## config.mk

```make
export PLATFORM = sky130hd
export DESIGN_NAME = pipe_regfile_flat
export DESIGN_NICKNAME = d
export VERILOG_FILES = /design/src/rtl/y86_pkg.sv /design/src/rtl/pipe_regfile_if.sv /design/src/rtl/regfile_rdport.sv /design/src/rtl/pipe_regfile.sv /design/src/flat_wrapper.sv
export SDC_FILE = /design/constraint.sdc
export NUM_CORES = 2
export LEC_CHECK = 0
export BUFFER_PORTS_ARGS = -buffer_cell sky130_fd_sc_hd__buf_2
export CAP_MARGIN = 0
export CORE_ASPECT_RATIO = 0.5
export CORE_MARGIN = 2
export CORE_UTILIZATION = 50
export CTS_BUF_LIST = sky130_fd_sc_hd__clkbuf_16
export DETAILED_ROUTE_END_ITERATION = 7
export GPL_ROUTABILITY_DRIVEN = 0
export PLACE_DENSITY = 0.67
export SYNTH_ARGS = -nofsm -noshare
export SYNTH_HDL_FRONTEND = slang
export SYNTH_SLANG_ARGS = --single-unit
```

## constraint.sdc

```tcl
create_clock -name clk -period 7.5 [get_ports clk]
set_clock_uncertainty 0.1 [all_clocks]
set_input_delay 1.125 -clock clk [delete_from_list [all_inputs] [get_ports clk]]
set_output_delay 1.125 -clock clk [all_outputs]
set_load 0.1 [all_outputs]
```

## src/rtl/y86_pkg.sv

```systemverilog
// Shared Y86-64 register-file constants: register indices, the "no register"
// index and default widths.
package y86_pkg;

  localparam int DATA_W_DFLT = 64;
  localparam int NREGS_DFLT  = 15;
  localparam int ADDR_W_DFLT = 4;

  typedef enum logic [3:0] {
    RAX = 4'd0,  RCX = 4'd1,  RDX = 4'd2,  RBX = 4'd3,
    RSP = 4'd4,  RBP = 4'd5,  RSI = 4'd6,  RDI = 4'd7,
    R8  = 4'd8,  R9  = 4'd9,  R10 = 4'd10, R11 = 4'd11,
    R12 = 4'd12, R13 = 4'd13, R14 = 4'd14
  } reg_idx_e;

  localparam logic [3:0] RNONE = 4'hF;

endpackage

```

## src/rtl/pipe_regfile_if.sv

```systemverilog
// Pipeline-facing bundle of the register file: two write ports, two read
// ports, a debug read port and status.
interface pipe_regfile_if
  import y86_pkg::*;
#(
  parameter int DATA_W = DATA_W_DFLT,
  parameter int ADDR_W = ADDR_W_DFLT
);
  logic              stall;
  logic [ADDR_W-1:0] dstE;
  logic [DATA_W-1:0] valE;
  logic [ADDR_W-1:0] dstM;
  logic [DATA_W-1:0] valM;
  logic [ADDR_W-1:0] srcA;
  logic [ADDR_W-1:0] srcB;
  logic [DATA_W-1:0] valA;
  logic [DATA_W-1:0] valB;
  logic [ADDR_W-1:0] dbg_idx;
  logic [DATA_W-1:0] dbg_data;
  logic [31:0]       wr_count;
  logic              err;

  modport master (
    output stall, dstE, valE, dstM, valM, srcA, srcB, dbg_idx,
    input  valA, valB, dbg_data, wr_count, err
  );

  modport slave (
    input  stall, dstE, valE, dstM, valM, srcA, srcB, dbg_idx,
    output valA, valB, dbg_data, wr_count, err
  );
endinterface

```

## src/rtl/regfile_rdport.sv

```systemverilog
// One combinational read port: stored value, optionally overridden by the
// same-cycle committing write (M over E). Out-of-range indices read as zero.
module regfile_rdport #(
  parameter int                DATA_W = 64,
  parameter int                NREGS  = 15,
  parameter int                ADDR_W = 4,
  parameter logic [ADDR_W-1:0] RNONE  = 4'hF,
  parameter bit                FWD    = 1'b1
) (
  input  logic [DATA_W-1:0] regs_i [NREGS],
  input  logic [ADDR_W-1:0] src_i,
  input  logic              we_e_i,
  input  logic [ADDR_W-1:0] dst_e_i,
  input  logic [DATA_W-1:0] val_e_i,
  input  logic              we_m_i,
  input  logic [ADDR_W-1:0] dst_m_i,
  input  logic [DATA_W-1:0] val_m_i,
  output logic [DATA_W-1:0] data_o
);

  // NOTE: the default assignment first keeps this block free of inferred latches.
  always_comb begin
    data_o = '0;
    if (src_i != RNONE && int'(src_i) < NREGS) begin
      data_o = regs_i[src_i];
      if (FWD && we_m_i && dst_m_i == src_i) begin
        data_o = val_m_i;
      end else if (FWD && we_e_i && dst_e_i == src_i) begin
        data_o = val_e_i;
      end
    end
  end

endmodule

```

## src/rtl/pipe_regfile.sv

```systemverilog
// Y86-64 pipeline register file: two write ports (M wins on collision), two
// forwarding read ports, a debug port, a saturating write counter and error flag.
module pipe_regfile
  import y86_pkg::*;
#(
  parameter int                DATA_W     = DATA_W_DFLT,
  parameter int                NREGS      = NREGS_DFLT,
  parameter int                ADDR_W     = ADDR_W_DFLT,
  parameter logic [ADDR_W-1:0] RNONE      = y86_pkg::RNONE,
  parameter int                SP_IDX     = int'(y86_pkg::RSP),
  parameter logic [DATA_W-1:0] RST_VAL    = DATA_W'(1),
  parameter logic [DATA_W-1:0] SP_RST_VAL = DATA_W'(127),
  parameter bit                BYPASS     = 1'b1
) (
  input logic           clk,
  input logic           rst,
  pipe_regfile_if.slave bus
);

  logic [DATA_W-1:0] regs_q [NREGS];
  logic [31:0]       wr_count_q, wr_count_d;
  logic              err_q, err_d;

  logic              e_legal, m_legal, we_e, we_m, bad_idx;
  logic [1:0]        n_wr;
  logic [32:0]       cnt_sum;

  function automatic logic legal_idx(input logic [ADDR_W-1:0] idx);
    return (idx != RNONE) && (int'(idx) < NREGS);
  endfunction

  always_comb begin
    e_legal = legal_idx(bus.dstE);
    m_legal = legal_idx(bus.dstM);
    // A collision drops the E write, so it also counts once.
    we_m    = !rst && !bus.stall && m_legal;
    we_e    = !rst && !bus.stall && e_legal && !(m_legal && bus.dstE == bus.dstM);
    bad_idx = !bus.stall && ((bus.dstE != RNONE && !e_legal) ||
                             (bus.dstM != RNONE && !m_legal));
    n_wr       = 2'(we_e) + 2'(we_m);
    cnt_sum    = {1'b0, wr_count_q} + 33'(n_wr);
    wr_count_d = cnt_sum[32] ? '1 : cnt_sum[31:0];
    err_d      = err_q | bad_idx;
  end

  // NOTE: non-blocking assignments for all sequential state avoid edge races.
  always_ff @(posedge clk) begin
    if (rst) begin
      // NOTE: the storage array is reset explicitly; no initial values exist.
      for (int i = 0; i < NREGS; i++) begin
        regs_q[i] <= (i == SP_IDX) ? SP_RST_VAL : RST_VAL;
      end
      wr_count_q <= '0;
      err_q      <= 1'b0;
    end else begin
      if (we_e) regs_q[bus.dstE] <= bus.valE;
      if (we_m) regs_q[bus.dstM] <= bus.valM;
      wr_count_q <= wr_count_d;
      err_q      <= err_d;
    end
  end

  regfile_rdport #(
    .DATA_W(DATA_W), .NREGS(NREGS), .ADDR_W(ADDR_W), .RNONE(RNONE), .FWD(BYPASS)
  ) u_rd_a (
    .regs_i(regs_q), .src_i(bus.srcA),
    .we_e_i(we_e), .dst_e_i(bus.dstE), .val_e_i(bus.valE),
    .we_m_i(we_m), .dst_m_i(bus.dstM), .val_m_i(bus.valM),
    .data_o(bus.valA)
  );

  regfile_rdport #(
    .DATA_W(DATA_W), .NREGS(NREGS), .ADDR_W(ADDR_W), .RNONE(RNONE), .FWD(BYPASS)
  ) u_rd_b (
    .regs_i(regs_q), .src_i(bus.srcB),
    .we_e_i(we_e), .dst_e_i(bus.dstE), .val_e_i(bus.valE),
    .we_m_i(we_m), .dst_m_i(bus.dstM), .val_m_i(bus.valM),
    .data_o(bus.valB)
  );

  regfile_rdport #(
    .DATA_W(DATA_W), .NREGS(NREGS), .ADDR_W(ADDR_W), .RNONE(RNONE), .FWD(1'b0)
  ) u_rd_dbg (
    .regs_i(regs_q), .src_i(bus.dbg_idx),
    .we_e_i(we_e), .dst_e_i(bus.dstE), .val_e_i(bus.valE),
    .we_m_i(we_m), .dst_m_i(bus.dstM), .val_m_i(bus.valM),
    .data_o(bus.dbg_data)
  );

  assign bus.wr_count = wr_count_q;
  assign bus.err      = err_q;

endmodule

```

## src/flat_wrapper.sv

```systemverilog
// flat-port wrapper written by rule: the top's interface ports become plain ports
module pipe_regfile_flat import y86_pkg::*;
#(
  parameter int                DATA_W     = DATA_W_DFLT,
  parameter int                NREGS      = NREGS_DFLT,
  parameter int                ADDR_W     = ADDR_W_DFLT,
  parameter logic [ADDR_W-1:0] RNONE      = y86_pkg::RNONE,
  parameter int                SP_IDX     = int'(y86_pkg::RSP),
  parameter logic [DATA_W-1:0] RST_VAL    = DATA_W'(1),
  parameter logic [DATA_W-1:0] SP_RST_VAL = DATA_W'(127),
  parameter bit                BYPASS     = 1'b1
)
  (clk, rst, bus_stall, bus_dstE, bus_valE, bus_dstM, bus_valM, bus_srcA, bus_srcB, bus_dbg_idx, bus_valA, bus_valB, bus_dbg_data, bus_wr_count, bus_err);
  pipe_regfile_if #(.DATA_W(DATA_W), .ADDR_W(ADDR_W)) bus_i ();
  input logic clk;
  input logic rst;
  input wire logic [$bits(bus_i.stall)-1:0] bus_stall;
  input wire logic [$bits(bus_i.dstE)-1:0] bus_dstE;
  input wire logic [$bits(bus_i.valE)-1:0] bus_valE;
  input wire logic [$bits(bus_i.dstM)-1:0] bus_dstM;
  input wire logic [$bits(bus_i.valM)-1:0] bus_valM;
  input wire logic [$bits(bus_i.srcA)-1:0] bus_srcA;
  input wire logic [$bits(bus_i.srcB)-1:0] bus_srcB;
  input wire logic [$bits(bus_i.dbg_idx)-1:0] bus_dbg_idx;
  output wire logic [$bits(bus_i.valA)-1:0] bus_valA;
  output wire logic [$bits(bus_i.valB)-1:0] bus_valB;
  output wire logic [$bits(bus_i.dbg_data)-1:0] bus_dbg_data;
  output wire logic [$bits(bus_i.wr_count)-1:0] bus_wr_count;
  output wire logic [$bits(bus_i.err)-1:0] bus_err;
  assign bus_i.stall = bus_stall;
  assign bus_i.dstE = bus_dstE;
  assign bus_i.valE = bus_valE;
  assign bus_i.dstM = bus_dstM;
  assign bus_i.valM = bus_valM;
  assign bus_i.srcA = bus_srcA;
  assign bus_i.srcB = bus_srcB;
  assign bus_i.dbg_idx = bus_dbg_idx;
  assign bus_valA = bus_i.valA;
  assign bus_valB = bus_i.valB;
  assign bus_dbg_data = bus_i.dbg_data;
  assign bus_wr_count = bus_i.wr_count;
  assign bus_err = bus_i.err;
  pipe_regfile #(.DATA_W(DATA_W), .NREGS(NREGS), .ADDR_W(ADDR_W), .RNONE(RNONE), .SP_IDX(SP_IDX), .RST_VAL(RST_VAL), .SP_RST_VAL(SP_RST_VAL), .BYPASS(BYPASS)) u_core (.clk(clk), .rst(rst), .bus(bus_i));
endmodule
```

Yosys cells after proc, flatten, opt, wreduce, memory -nomap -nowiden
Index checks and enable logic that the tools add are counted. W data, S select, Z words.

$add $sub $neg: 2. $lt $le $gt $ge: 12. Equal/unequal tests: 10. Mux-type cells: 26. Bitwise operators: 6. Reduce and logical (&&, ||, !) cells: 25.

Operators with widths (count): $mux W960 (3); $bwmux W960 (2); $mux W64 (15); $bmux W64 S4 (3); $demux W64 S4 (2); $add A32 B2 Y33 (1); $mux W32 (1); $ge A5 B5 Y1 const B (5); $not A4 Y5 (5); $eq A4 B4 Y1 (5); $lt A4 B4 Y1 const B (5); $ne A4 B4 Y1 const B (5); $logic_and A1 B1 Y1 (19); $lt A5 B1 Y1 const B (2); $logic_not A1 Y1 (5); $add A1 B1 Y2 (1); $logic_or A1 B1 Y1 (1); $or A1 B1 Y1 (1).

Register bits: 993. Input bits: 151. Output and inout port bits: 225. Word-level logic and storage cells: 98.

Depth between registers and ports, before layout
Word-level depth: 10. Depth in mapped cells: 15. Mapped depth without buffers: 11.

Hierarchy
A second synthesis with hierarchy kept.

Cells, all modules: 7700. Area, all modules: 70376.2 sq um.

Modules (own cells, without submodules): pipe_regfile (times used 1, cells an instance 5026, area each 43391.6 sq um, seq. area each 19859.0 sq um); regfile_rdport at u_core.u_rd_a ... (times used 2, cells an instance 1002, area each 9317.7 sq um, seq. area each 0.0 sq um); regfile_rdport at u_core.u_rd_dbg (times used 1, cells an instance 670, area each 8349.3 sq um, seq. area each 0.0 sq um).

Worst setup path before layout
No wires, ideal clock.

Path kind: in2out. Start: input port bus_dstE[0]. End: output port bus_valA[54]. Data arrival time: 4.925 ns. Required time: 6.275 ns. Setup slack: 1.350 ns. Cell stages on the path: 9. Buffers on the path: 4. Path through: buf_2 buf_4 xor2_1 nor4_1 o211a_1 buf_2 buf_1 nor3_1 o31ai_1.

Longest elaborated chain between the ends: 8. Elaborated cells between the ends (all ways): 13. Those cells by class: order compare (1); eq/ne (3); mux (3); reduce/logical (6).

RTL lines: start: declaration (RTL line flat_wrapper.sv:18) `input wire logic [$bits(bus_i.dstE)-1:0] bus_dstE;`; $lt A4 B4 Y1, or another cell as far along (RTL line pipe_regfile.sv:29) `return (idx != RNONE) && (int'(idx) < NREGS);`; $logic_and A1 B1 Y1 (on tied branches) (RTL line pipe_regfile.sv:29, pipe_regfile.sv:37); $logic_and A1 B1 Y1 or $logic_not A1 Y1 (tied branches) (RTL line pipe_regfile.sv:37) `we_e = !rst && !bus.stall && e_legal && !(m_legal && bus.dstE == bus.dstM);`; $logic_and A1 B1 Y1 (RTL line pipe_regfile.sv:37); $logic_and A1 B1 Y1 (*) (RTL line regfile_rdport.sv:28) `end else if (FWD && we_e_i && dst_e_i == src_i) begin`; $mux W64 (*) (RTL line regfile_rdport.sv:28); $mux W64 (*) (RTL line regfile_rdport.sv:26) `if (FWD && we_m_i && dst_m_i == src_i) begin`; $mux W64 (*) (RTL line regfile_rdport.sv:24) `if (src_i != RNONE && int'(src_i) < NREGS) begin`; end: declaration (RTL line flat_wrapper.sv:25) `output wire logic [$bits(bus_i.valA)-1:0] bus_valA;`.

Mark *: on every way between the ends. The rest lies on a longest branch, timed or not.

Worst setup path in the final report
Start: input port bus_srcA[3]. End: output port bus_valA[13].

Longest elaborated chain between the ends: 7. Elaborated cells between the ends (all ways): 14. Those cells by class: order compare (1); eq/ne (3); mux (6); bitwise (1); reduce/logical (3).

RTL lines: start: declaration (RTL line flat_wrapper.sv:22) `input wire logic [$bits(bus_i.srcA)-1:0] bus_srcA;`; $not A4 Y5 (not written as such) (RTL line regfile_rdport.sv:25) `data_o = regs_i[src_i];`; $bmux W64 S4 (RTL line regfile_rdport.sv:25); $mux W64 (not written as such) (2 in series) (RTL line regfile_rdport.sv:25); $mux W64 (RTL line regfile_rdport.sv:28); $mux W64 (RTL line regfile_rdport.sv:26); $mux W64 (*) (RTL line regfile_rdport.sv:24).

Mark *: on every way between the ends. The rest lies on a longest branch, timed or not. The select of a mux whose other input is x is not followed.

==> summary.txt <==
Outcome
  • Run status: complete, but fails checks
  • Failing checks: DRC

Synthesis
  • Number of synthesized flops with an enable pin: 0
  • Net Count, Synth: about 7500
  • Synthesized instance count: 7379
  • Sequential fraction of the synthesis area: 29.2%
  • Post-synthesis compound-gate area fraction: 14.1%
  • Netlist cell types: 63
  • Syn Std Cell Area: 0.0681 mm^2
  • Adder-Cell Fraction of Synth Area: 0.0478%
  • Fraction of the mapped netlist area in simple logic gates: 16.3%
  • XOR/XNOR share of the synthesized area: 0.579%
  • Mean post-synth cell area: 9.22 um^2
  • Asr flop ratio synth: 0%
  • Mux cell area share after synthesis: 33.5%
  • Largest family of logic cells by synthesized area: multiplexers
  • Ys flop type: dfxtp_1
  • Yosys warning total: 0
  • #FFs+latches synth: between 900 and 1000

Worst setup path
  • R2R Path Start: u_core.bus.wr_count[0]
  • Worst Path Buf+Inv: 3
  • Most used cell, CP: buf_4
  • Slowest CP cell: nor2b_4
  • Max FO, Critical Path: 29
  • Crit path cell chain: buf_4, nor2b_4, buf_4, a22oi_1, a21oi_1, nor3_1, o31ai_1, buf_2
  • R2R Setup Slk: 4.12 ns
  • Crit end category: primary output
  • CP Launch Type: input pin
  • Worst Setup EP: bus_valA[13]
  • Worst Setup Path Type: input pin to primary output
  • Arrival @ worst endpoint: about 4.7 ns
  • Req. time, crit path: 6.27 ns
  • Critical Path Max Stage Delay: approximately 1.1 ns
  • Critical path depth: 8
  • Worst reg2reg path depth: 7
  • Worst reg2reg endpoint: u_core.bus.wr_count[12]
  • Crit. Startpoint: bus_srcA[3]
  • CP delay by family, top: buffers and inverters

Drt
  • Drt first pass iters: 8
  • Final wirelength: 295000 um
  • Vias post-DR: 66800
  • Routed WL per cell: 33.4 um
  • Drc violations: 1
  • Initial DRC count: approximately 12000
  • Routed Antenna Nets: 0
  • Number of vias per cell: 7.57

STA
  • Setup violators final: 0
  • Tmin final: slightly below 6 ns
  • Setup TNS Final: 0 ns
  • Unrepaired setup endpoints after global routing: false
  • Slew HR: 7.68%
  • Peak Freq: 0.169 GHz
  • Final worst slack: 1.58 ns
  • Fin. max-slew vios: 0
  • Tcrit/Tclk final: 78.9%
  • Final hold viol count: 0
  • Slew @ Worst Pin: 1.38 ns

Placement
  • Placed cell count: between 8000 and 9000
  • Post-Place Worst Slack: 1.73 ns
  • Post-DP HPWL: between 150000 and 200000 um
  • I/O Buffers: ~370

CTS
  • CTS clk-pin slew, worst paths: 0.06 ns
  • Hold_buf cts: 0
  • CTS sink count: roughly 990
  • CTS H-tree lvls: 3
  • CTS resizes: 0
  • TritonCTS buffer count: 98
  • Setup bufs post-CTS: 0
  • Maximum clock path buffer count: 3
  • CTS root buf: clkbuf_16
  • CTS tree: yes
  • Worst-Skew Late Latency: about 0.75 ns

Die
  • Io pins: 376
  • Die width: ~530 um
  • Die area: 0.139 mm^2
  • Core box area: 0.135 mm^2
  • Starting Density: 50.5%
  • Die Height: 265 um
  • Core Rows: 95

Global routing
  • Vias in the first global route: slightly above 60000
  • M2 GR Usage: 58.3%
  • Initial antenna violation count: 11
  • Pin count of the biggest net entering global routing: 116
  • Global route total overflow: 0
  • Met3 Usage GRT: 13.7%
  • Met1 Use GR: 53.0%
  • Busiest grt layer: met2
  • First-pass GRT wire length: between 400000 and 500000 um
  • GRT Total Usage: 40.9%

Layout
  • Finished Layout Cells: between 8000 and 9000
  • Area growth syn-to-layout: 7.45%
  • # nets final: just over 7000
  • Layout cells sized above 1: about 20%

Pwr
  • P per Cell Area: approximately 180 mW/mm^2
  • Max IR drop VDD: 0.000193 V
  • Lkg Pwr: between 0.02 and 0.03 uW

Job
  • Max Cap Violations: 0

Min path
  • Hold WC Path Type: flip-flop to flip-flop
[worst min path at each step]
stage                                          to                    start  cells after the start  slack, ns
after floorplan                 u_core.regs_q[80]        u_core.regs_q[80]                      2       0.36
after global placement    u_core.bus.wr_count[31]  u_core.bus.wr_count[31]                      2       0.39
after detailed placement  u_core.bus.wr_count[31]  u_core.bus.wr_count[31]                      2       0.39
after CTS                 u_core.bus.wr_count[31]  u_core.bus.wr_count[31]                      2       0.40
after global routing      u_core.bus.wr_count[31]  u_core.bus.wr_count[31]                      2       0.43
final                     u_core.bus.wr_count[31]  u_core.bus.wr_count[31]                      2       0.40
[sequential cells by signal (all words and copies together), names as in the netlist]
register and count:
u_core.regs_q 960, u_core.bus.wr_count 32
[layer usage]
layer  part of all wire [%]  wire, um  vias to the layer above
li1                       -         -                    27100
met1                     35    105000                    32100
met2                     41    121000                     6168
met3                     16     46800                     1507
met4                    7.6     22300                       10
met5                  0.050       148                        -
[synth_stat cells, drive strengths merged (22+ instances only)]
| master | n | area share (%) |
|---|---|---|
| dfxtp | 992 | 29 |
| a311oi | 24 | 0.32 |
| a211oi | 546 | 6.0 |
| mux2 | 64 | 1.1 |
| mux4 | 640 | 21 |
| clkbuf | 765 | 4.2 |
| a22oi | 129 | 1.4 |
| a221o | 56 | 0.82 |
| xor2 | 23 | 0.30 |
| nand2 | 295 | 1.6 |
| mux2i | 764 | 11 |
| nor4 | 303 | 2.8 |
| nor3 | 411 | 3.0 |
| a21oi | 106 | 0.78 |
| a22o | 63 | 0.81 |
| o31ai | 73 | 0.81 |
| nor2 | 1311 | 7.2 |
| and4 | 59 | 0.76 |
| o21ai | 217 | 1.6 |
| buf | 285 | 2.0 |
| xnor2 | 22 | 0.28 |
| a221oi | 66 | 0.85 |
| nand3 | 30 | 0.22 |
[cells in the final DEF, fill, tap and decap left out, drive strengths merged, types with 59 or more instances in the layout]
master / Yosys / routed
o21ai: 217 / 217
nand2: 295 / 295
mux4: 640 / 640
mux2: 64 / 64
dfxtp: 992 / 992
a22o: 63 / 63
mux2i: 764 / 764
buf: 285 / 521
a22oi: 129 / 129
nor3: 411 / 411
nor4: 303 / 303
and4: 59 / 59
a221oi: 66 / 66
o31ai: 73 / 73
a211oi: 546 / 546
a21oi: 106 / 106
clkbuf: 765 / 99
nor2: 1311 / 1311
[power breakdown]
| group | leakage, uW | switching, uW | internal, uW |
|---|---|---|---|
| registers | 0.00802 | 114 | 5380 |
| clock network | 0.00170 | 2460 | 2960 |
| logic | 0.0181 | 1600 | 604 |
[logic make-up (layout without fill, tap and decap cells)]
group           after synthesis  count (layout)
xor+xnor                     45              45
flops                       992             992
buf+inv                    1060             713
simple gates               2474            2474
fa+ha+maj                     2               2
other cells                   1               6
compound gates             1337            1337
mux                        1468            1468
[stage by stage]
stage	instance area (um^2)	hold slack (ns)	utilization (%)	total power (uW)
final	73100	0.403	54.3	13100
after global routing	73100	0.426	54.3	13400
after CTS	73100	0.397	54.3	13000
after detailed placement	69800	0.388	51.8	7730
after global placement	69800	0.393	51.8	7720
after floorplan	68100	0.365	-	7130
[worst min-delay path, stage by stage (launching register included)]
cell     delay, ns
dfxtp_1       0.33
inv_1         0.07
a21oi_1       0.06
[area by class of cell]
class                           instances  area, um^2
Fill cell                           11900       61500
Multi-Input combinational cell       5327       44300
Timing Repair Buffer                  521        3320
Antenna cell                            5        12.5
Clock inverter                         83         876
Inverter                               10        38.8
Sequential cell                       992       19900
Tap cell                             1794        2240
Clock buffer                           99        2480
(Power assumes the default switching activity.)
